--- src/rtl/ras_ctrl_if.sv ---
// Front-end instruction handshake into ras_ctrl.
// RAS_CTRL_COMPRESSED_EN adds the instr_is_rvc class bit.
interface ras_ctrl_if #(
    parameter int WIDTH = 32
);
    logic             instr_valid;
    logic             instr_ready;
    logic             instr_is_call;
    logic             instr_is_ret;
    logic             instr_is_cond;
    logic [WIDTH-1:0] instr_pc;
`ifdef RAS_CTRL_COMPRESSED_EN
    logic             instr_is_rvc;

    modport master (
        output instr_valid, instr_is_call, instr_is_ret,
        output instr_is_cond, instr_pc, instr_is_rvc,
        input  instr_ready
    );
    modport slave (
        input  instr_valid, instr_is_call, instr_is_ret,
        input  instr_is_cond, instr_pc, instr_is_rvc,
        output instr_ready
    );
`else
    modport master (
        output instr_valid, instr_is_call, instr_is_ret,
        output instr_is_cond, instr_pc,
        input  instr_ready
    );
    modport slave (
        input  instr_valid, instr_is_call, instr_is_ret,
        input  instr_is_cond, instr_pc,
        output instr_ready
    );
`endif
endinterface

--- src/rtl/ras_ctrl.sv ---
// Return-address-stack controller: RAS commands, branch tracking, return prediction.
// Optional RAS_CTRL_COMPRESSED_EN: instr_is_rvc selects a +2 return address.
module ras_ctrl #(
    parameter int WIDTH         = 32,
    parameter int MAXBRANCHES   = 16,
    parameter int BRANCHES_ADDR = 4
) (
    input  logic             clk,
    input  logic             rst_n,
    ras_ctrl_if.slave        instr,
    input  logic             resolve_valid,
    input  logic             resolve_mispredict,
    output logic             ras_push,
    output logic             ras_pop,
    output logic             ras_branch,
    output logic             ras_close_valid,
    output logic             ras_close_invalid,
    output logic [WIDTH-1:0] ras_din,
    input  logic [WIDTH-1:0] ras_dout,
    input  logic             ras_empty,
    output logic             pred_valid,
    output logic [WIDTH-1:0] pred_target,
    output logic             pred_empty,
    output logic             err
);
    localparam logic [BRANCHES_ADDR:0] CNT_MAX =
        (BRANCHES_ADDR+1)'(MAXBRANCHES);

    typedef enum logic {RUN, RECOVER} state_t;

    state_t                 state;
    state_t                 state_nxt;
    logic                   rec_hold;
    logic                   rec_hold_nxt;
    logic [BRANCHES_ADDR:0] count;
    logic                   ready;
    logic                   illegal;
    logic                   accept;
    logic                   res_ok;
    logic                   flush;
    logic [WIDTH-1:0]       ret_addr;
    logic                   pend;
    logic                   pend_empty;

    assign illegal = instr.instr_is_cond &&
                     (instr.instr_is_call || instr.instr_is_ret);
    assign accept  = instr.instr_valid && ready && !illegal;
    assign res_ok  = resolve_valid && (count != '0);
    assign flush   = res_ok && resolve_mispredict;

`ifdef RAS_CTRL_COMPRESSED_EN
    assign ret_addr = instr.instr_pc +
                      (instr.instr_is_rvc ? WIDTH'(2) : WIDTH'(4));
`else
    assign ret_addr = instr.instr_pc + WIDTH'(4);
`endif

    always_ff @(posedge clk) begin
        if (!rst_n) begin
            state    <= RUN;
            rec_hold <= 1'b0;
        end else begin
            state    <= state_nxt;
            rec_hold <= rec_hold_nxt;
        end
    end

    // RECOVER lasts exactly two cycles after the mispredict resolve
    always_comb begin
        state_nxt    = state;
        rec_hold_nxt = rec_hold;
        if (flush) begin
            state_nxt    = RECOVER;
            rec_hold_nxt = 1'b1;
        end else begin
            unique case (state)
                RUN: ;
                RECOVER: begin
                    if (rec_hold) rec_hold_nxt = 1'b0;
                    else          state_nxt    = RUN;
                end
            endcase
        end
    end

    always_comb begin
        ready = (state == RUN) && !resolve_valid &&
                !(instr.instr_is_cond && (count == CNT_MAX));
    end

    assign instr.instr_ready = ready;

    always_ff @(posedge clk) begin
        if (!rst_n) begin
            ras_push          <= 1'b0;
            ras_pop           <= 1'b0;
            ras_branch        <= 1'b0;
            ras_close_valid   <= 1'b0;
            ras_close_invalid <= 1'b0;
            ras_din           <= '0;
            pend              <= 1'b0;
            pend_empty        <= 1'b0;
            count             <= '0;
            err               <= 1'b0;
        end else begin
            ras_push          <= accept && instr.instr_is_call;
            ras_pop           <= accept && instr.instr_is_ret;
            ras_branch        <= accept && instr.instr_is_cond;
            ras_close_valid   <= res_ok && !resolve_mispredict;
            ras_close_invalid <= flush;
            if (accept && instr.instr_is_call) ras_din <= ret_addr;
            pend       <= ras_pop;
            pend_empty <= ras_empty;
            if (flush)
                count <= '0;
            else if (res_ok)
                count <= count - 1'b1;
            else if (accept && instr.instr_is_cond)
                count <= count + 1'b1;
            if ((instr.instr_valid && illegal) ||
                (resolve_valid && (count == '0)))
                err <= 1'b1;
        end
    end

    // a flush in the same cycle wipes out the stale prediction
    always_comb begin
        pred_valid  = pend && !ras_close_invalid;
        pred_target = pred_valid ? ras_dout : '0;
        pred_empty  = pred_valid && pend_empty;
    end
endmodule

--- src/flat_wrapper.sv ---
// flat-port wrapper written by rule: the top's interface ports become plain ports
module ras_ctrl_flat 
#(
    parameter int WIDTH         = 32,
    parameter int MAXBRANCHES   = 16,
    parameter int BRANCHES_ADDR = 4
)
  (clk, rst_n, resolve_valid, resolve_mispredict, ras_push, ras_pop, ras_branch, ras_close_valid, ras_close_invalid, ras_din, ras_dout, ras_empty, pred_valid, pred_target, pred_empty, err, instr_instr_valid, instr_instr_is_call, instr_instr_is_ret, instr_instr_is_cond, instr_instr_pc, instr_instr_ready);
  ras_ctrl_if #(.WIDTH(WIDTH)) instr_i ();
  input  logic clk;
  input  logic rst_n;
  input  logic resolve_valid;
  input  logic resolve_mispredict;
  output logic ras_push;
  output logic ras_pop;
  output logic ras_branch;
  output logic ras_close_valid;
  output logic ras_close_invalid;
  output logic [WIDTH-1:0] ras_din;
  input  logic [WIDTH-1:0] ras_dout;
  input  logic ras_empty;
  output logic pred_valid;
  output logic [WIDTH-1:0] pred_target;
  output logic pred_empty;
  output logic err;
  input wire logic [$bits(instr_i.instr_valid)-1:0] instr_instr_valid;
  input wire logic [$bits(instr_i.instr_is_call)-1:0] instr_instr_is_call;
  input wire logic [$bits(instr_i.instr_is_ret)-1:0] instr_instr_is_ret;
  input wire logic [$bits(instr_i.instr_is_cond)-1:0] instr_instr_is_cond;
  input wire logic [$bits(instr_i.instr_pc)-1:0] instr_instr_pc;
  output wire logic [$bits(instr_i.instr_ready)-1:0] instr_instr_ready;
  assign instr_i.instr_valid = instr_instr_valid;
  assign instr_i.instr_is_call = instr_instr_is_call;
  assign instr_i.instr_is_ret = instr_instr_is_ret;
  assign instr_i.instr_is_cond = instr_instr_is_cond;
  assign instr_i.instr_pc = instr_instr_pc;
  assign instr_instr_ready = instr_i.instr_ready;
  ras_ctrl #(.WIDTH(WIDTH), .MAXBRANCHES(MAXBRANCHES), .BRANCHES_ADDR(BRANCHES_ADDR)) u_core (.clk(clk), .rst_n(rst_n), .instr(instr_i), .resolve_valid(resolve_valid), .resolve_mispredict(resolve_mispredict), .ras_push(ras_push), .ras_pop(ras_pop), .ras_branch(ras_branch), .ras_close_valid(ras_close_valid), .ras_close_invalid(ras_close_invalid), .ras_din(ras_din), .ras_dout(ras_dout), .ras_empty(ras_empty), .pred_valid(pred_valid), .pred_target(pred_target), .pred_empty(pred_empty), .err(err));
endmodule
--- config.mk ---
export PLATFORM = sky130hd
export DESIGN_NAME = ras_ctrl_flat
export DESIGN_NICKNAME = d
export VERILOG_FILES = /design/src/rtl/ras_ctrl_if.sv /design/src/rtl/ras_ctrl.sv /design/src/flat_wrapper.sv
export SDC_FILE = /design/constraint.sdc
export NUM_CORES = 1
export LEC_CHECK = 0
export ABC_AREA = 1
export BUFFER_PORTS_ARGS = -buffer_cell sky130_fd_sc_hd__buf_2
export CAP_MARGIN = 40
export CORE_MARGIN = 2
export CORE_UTILIZATION = 47
export CTS_CLUSTER_DIAMETER = 30
export DETAILED_ROUTE_END_ITERATION = 10
export PLACE_DENSITY = 0.86
export SLEW_MARGIN = 20
export SYNTH_ARGS = -nofsm -noshare
export SYNTH_HDL_FRONTEND = slang
export SYNTH_SLANG_ARGS = --single-unit
--- constraint.sdc ---
create_clock -name clk -period 2.6 [get_ports clk]
set_clock_uncertainty 0.2 [all_clocks]
set_input_delay 0.13 -clock clk [delete_from_list [all_inputs] [get_ports clk]]
set_output_delay 0.13 -clock clk [all_outputs]
set_load 0.01 [all_outputs]
==> impl_metrics.ini <==
[logic_synthesis]
syn_inst = 475
synth_flop_cell = dfxtp_1
avgSynthCellArea_um2 = 6.317
synthArstFlopShare_pct = 0
syn_area_um2 = 3000
syn-num-nets = 551
yosys_warnings = 0
synth-seq-cells = 47
yosysSeqAreaShare_pct = 31.36
synth_cell_types = 37
synth_edf_count = 0

[worst_hold_path]
min_to = u_core.ras_din[20]
whs_path_depth = 5
hp-class = primary input to flop
hold_start = instr_instr_pc[20]

[worst_setup_path]
reg2reg_from = u_core.count[0]
rrSetupSlack_ns = 0.56
r2r_end = u_core.ras_din[19]
end_kind = flop
required_ns = 2.60
worstRegToRegCells = 9
worst-path-max-fanout = 38
cp.arrival_ns = 2.12
critical_path_class = primary input to flop
worstSetupStartpointType = primary input

[cts]
htree_num_levels = 2
tritoncts = built
cts_sinks = 47
clk_path_buf_depth = 2
postCtsSetupRepairBufs = 0
cts_buffers = 5
clock_latency_ns = 0.30
clkTransAtPathRegs_ns = 0.09
clockRootBuffer = clkbuf_8

[floorplan]
fp.dieW_um = 83.90
initial_core_util_pct = 47.80
die_area_um2 = 7039
coreArea_um2 = 6277
row_count = 29
die_y_um = 83.90
ios = 146

[place]
pre_cts_ws_ns = 0.5948
dp_cells = 685
dpl.hpwl_mm = 6.484
port_buffers = 145
dpl_cell_area_um2 = 3746
place_congestion = 0.9312

[final_layout]
final_common_cell = buf_2
fin_cells = 719
syn2layout_area_growth_pct = 36.70
final_area_um2 = 4101
drive_gt1_share_pct = 28.35
antenna_cells = 0
final_nets = 717
final_cell_mix = buf_2, inv_1, nand2_1
fillCellCount = 566

[drt]
first_iter_violations = 116
wl_mm = 8.374
dr.pass1.iters = 4
antenna_left = 0
post_drt_wl_per_cell_um = 11.65
num_vias = 3461
avgViaCountPerCell = 4.814
drc_errors = 0

[sta]
finalCritPeriodShare_pct = 81.71
setup_violations = 0
fin_ws_ns = 0.4755
min_period_ns = 2.125
drv_slew = 0
relSlewSlack_pct = 59.90
rsz0062_at_grt = false
whs_ns = 0.003382
setup_tns_ns = 0
fmax_mhz = 470.7
tightest_slew_ns = 0.6015
hold_viol = 0

[global_route]
grt-ovfl-total = 0
grt.total_usage_pct = 23.28
grt_start_max_net_pins = 39
grt_pass1_wl_mm = 13.68
grt_pass1_vias = 3189
antenna_found_initial = 0

[power_and_ir_drop]
power_frac_comb_pct = 37.5
p_leak_nw = 2.464
peakVddDrop_mv = 0.3180
switching_share_pct = 38.35
pwr-share-clk_pct = 21.4
p_sw_uw = 816.4
p_int_mw = 1.313
share_seq_of_total_power_pct = 41.0
power_per_cell_area_nw_per_um2 = 519.1

[run]
cap_violations = 0

[status]
status = finished, final reports clean
## worst max-delay path: stages
cell,delay (ns)
dlygate4sd3_1,0.54
buf_2,0.13
inv_1,0.08
a21oi_2,0.06
inv_1,0.05
nand2_1,0.05
nor2_2,0.14
inv_2,0.08
nor2_8,0.38
inv_2,0.21
a21oi_1,0.21
nor2_1,0.05
## flip-flops by register name, indices dropped and copies added (netlist names)
name / count
u_core.ras_close_invalid: 1
u_core.state: 1
u_core.ras_push: 1
u_core.ras_close_valid: 1
u_core.ras_pop: 1
u_core.count: 5
u_core.pend: 1
u_core.pend_empty: 1
u_core.rec_hold: 1
u_core.ras_branch: 1
u_core.err: 1
u_core.ras_din: 32
## kinds of logic (layout without fill, tap and decap cells)
group           count (synthesis)  in the layout  synth area share (%)
compound gates                 58             58                 10.34
buf+inv                       113            280                 15.30
fa+ha+maj                       3              3                 1.251
flops                          47             47                 31.36
simple gates                  237            237                 36.78
xor+xnor                       17             17                 4.962
## power groups by stage
stage / logic, mW / registers [mW] / clock network, mW
6_report: 0.799 / 0.874 / 0.456
2_1_floorplan: 0.516 / 0.900 / 0
3_5_place_dp: 0.760 / 0.890 / 0
3_3_place_gp: 0.755 / 0.889 / 0
5_1_grt: 0.910 / 0.888 / 0.496
4_1_cts: 0.796 / 0.873 / 0.473
## area by class of cell
| cell class | count | area, um2 | area share [%] |
|---|---|---|---|
| Clock buffer | 6 | 72.57 | 1.769 |
| Timing Repair Buffer | 172 | 998.5 | 24.34 |
| Clock inverter | 2 | 17.52 | 0.4271 |
| Sequential cell | 47 | 940.9 | 22.94 |
| Multi-Input combinational cell | 315 | 1600 | 39.02 |
| Tap cell | 77 | 96.34 | 2.349 |
| Inverter | 100 | 375.4 | 9.152 |
## layer usage
metal / GRT usage (%) / part of all wire [%] / vias to the layer above
met5: 0 / 0 / -
met4: 6.012 / 1.1 / 0
met3: 4.451 / 7.2 / 10
met2: 44.65 / 52 / 138
met1: 26.00 / 40 / 1529
li1: - / - / 1784
## worst max path at each step
| stage | startpoint | endpoint | depth (start not counted) |
|---|---|---|---|
| final | instr_instr_is_ret | u_core.ras_din[19] | 12 |
| after global routing | instr_instr_is_ret | u_core.ras_din[24] | 13 |
| after CTS | instr_instr_is_ret | u_core.ras_din[19] | 12 |
| after detailed placement | u_core.count[0] | u_core.count[4] | 12 |
| after global placement | u_core.count[0] | u_core.ras_din[19] | 9 |
| after floorplan | u_core.count[0] | u_core.count[4] | 12 |
## synthesized netlist by cell type (2+ instances only)
master,number,area (um2)
nand4_1,9,56.30
a21oi_2,2,17.52
buf_6,4,45.04
inv_2,4,15.01
o21ai_0,25,125.1
nand2_2,6,37.54
xor2_1,11,96.34
clkbuf_1,4,15.01
nand3_1,20,100.1
nand2_4,2,22.52
nor3_1,11,55.05
nor2_8,2,40.04
nor2_2,2,12.51
buf_1,3,11.26
nand2_1,94,352.8
nor3_2,3,30.03
nor2_1,76,285.3
o21ai_1,9,45.04
ha_1,3,37.54
nand3_2,2,20.02
nand3b_1,4,30.03
dfxtp_1,47,940.9
a21oi_1,17,85.08
nor2_4,2,22.52
inv_1,96,360.4
xnor2_1,6,52.55
## repair_timing
action	4_1_cts	5_1_grt
endpoints found under the hold margin	28	0
resized for setup	0	0
hold buffers	25	0
## through the flow
step,power (mW),util (%)
after floorplan,1.415,-
after global placement,1.644,59.68
after detailed placement,1.650,59.68
after CTS,2.143,65.10
after global routing,2.295,65.34
final,2.129,65.34
Power figures use the tool's default switching activity.
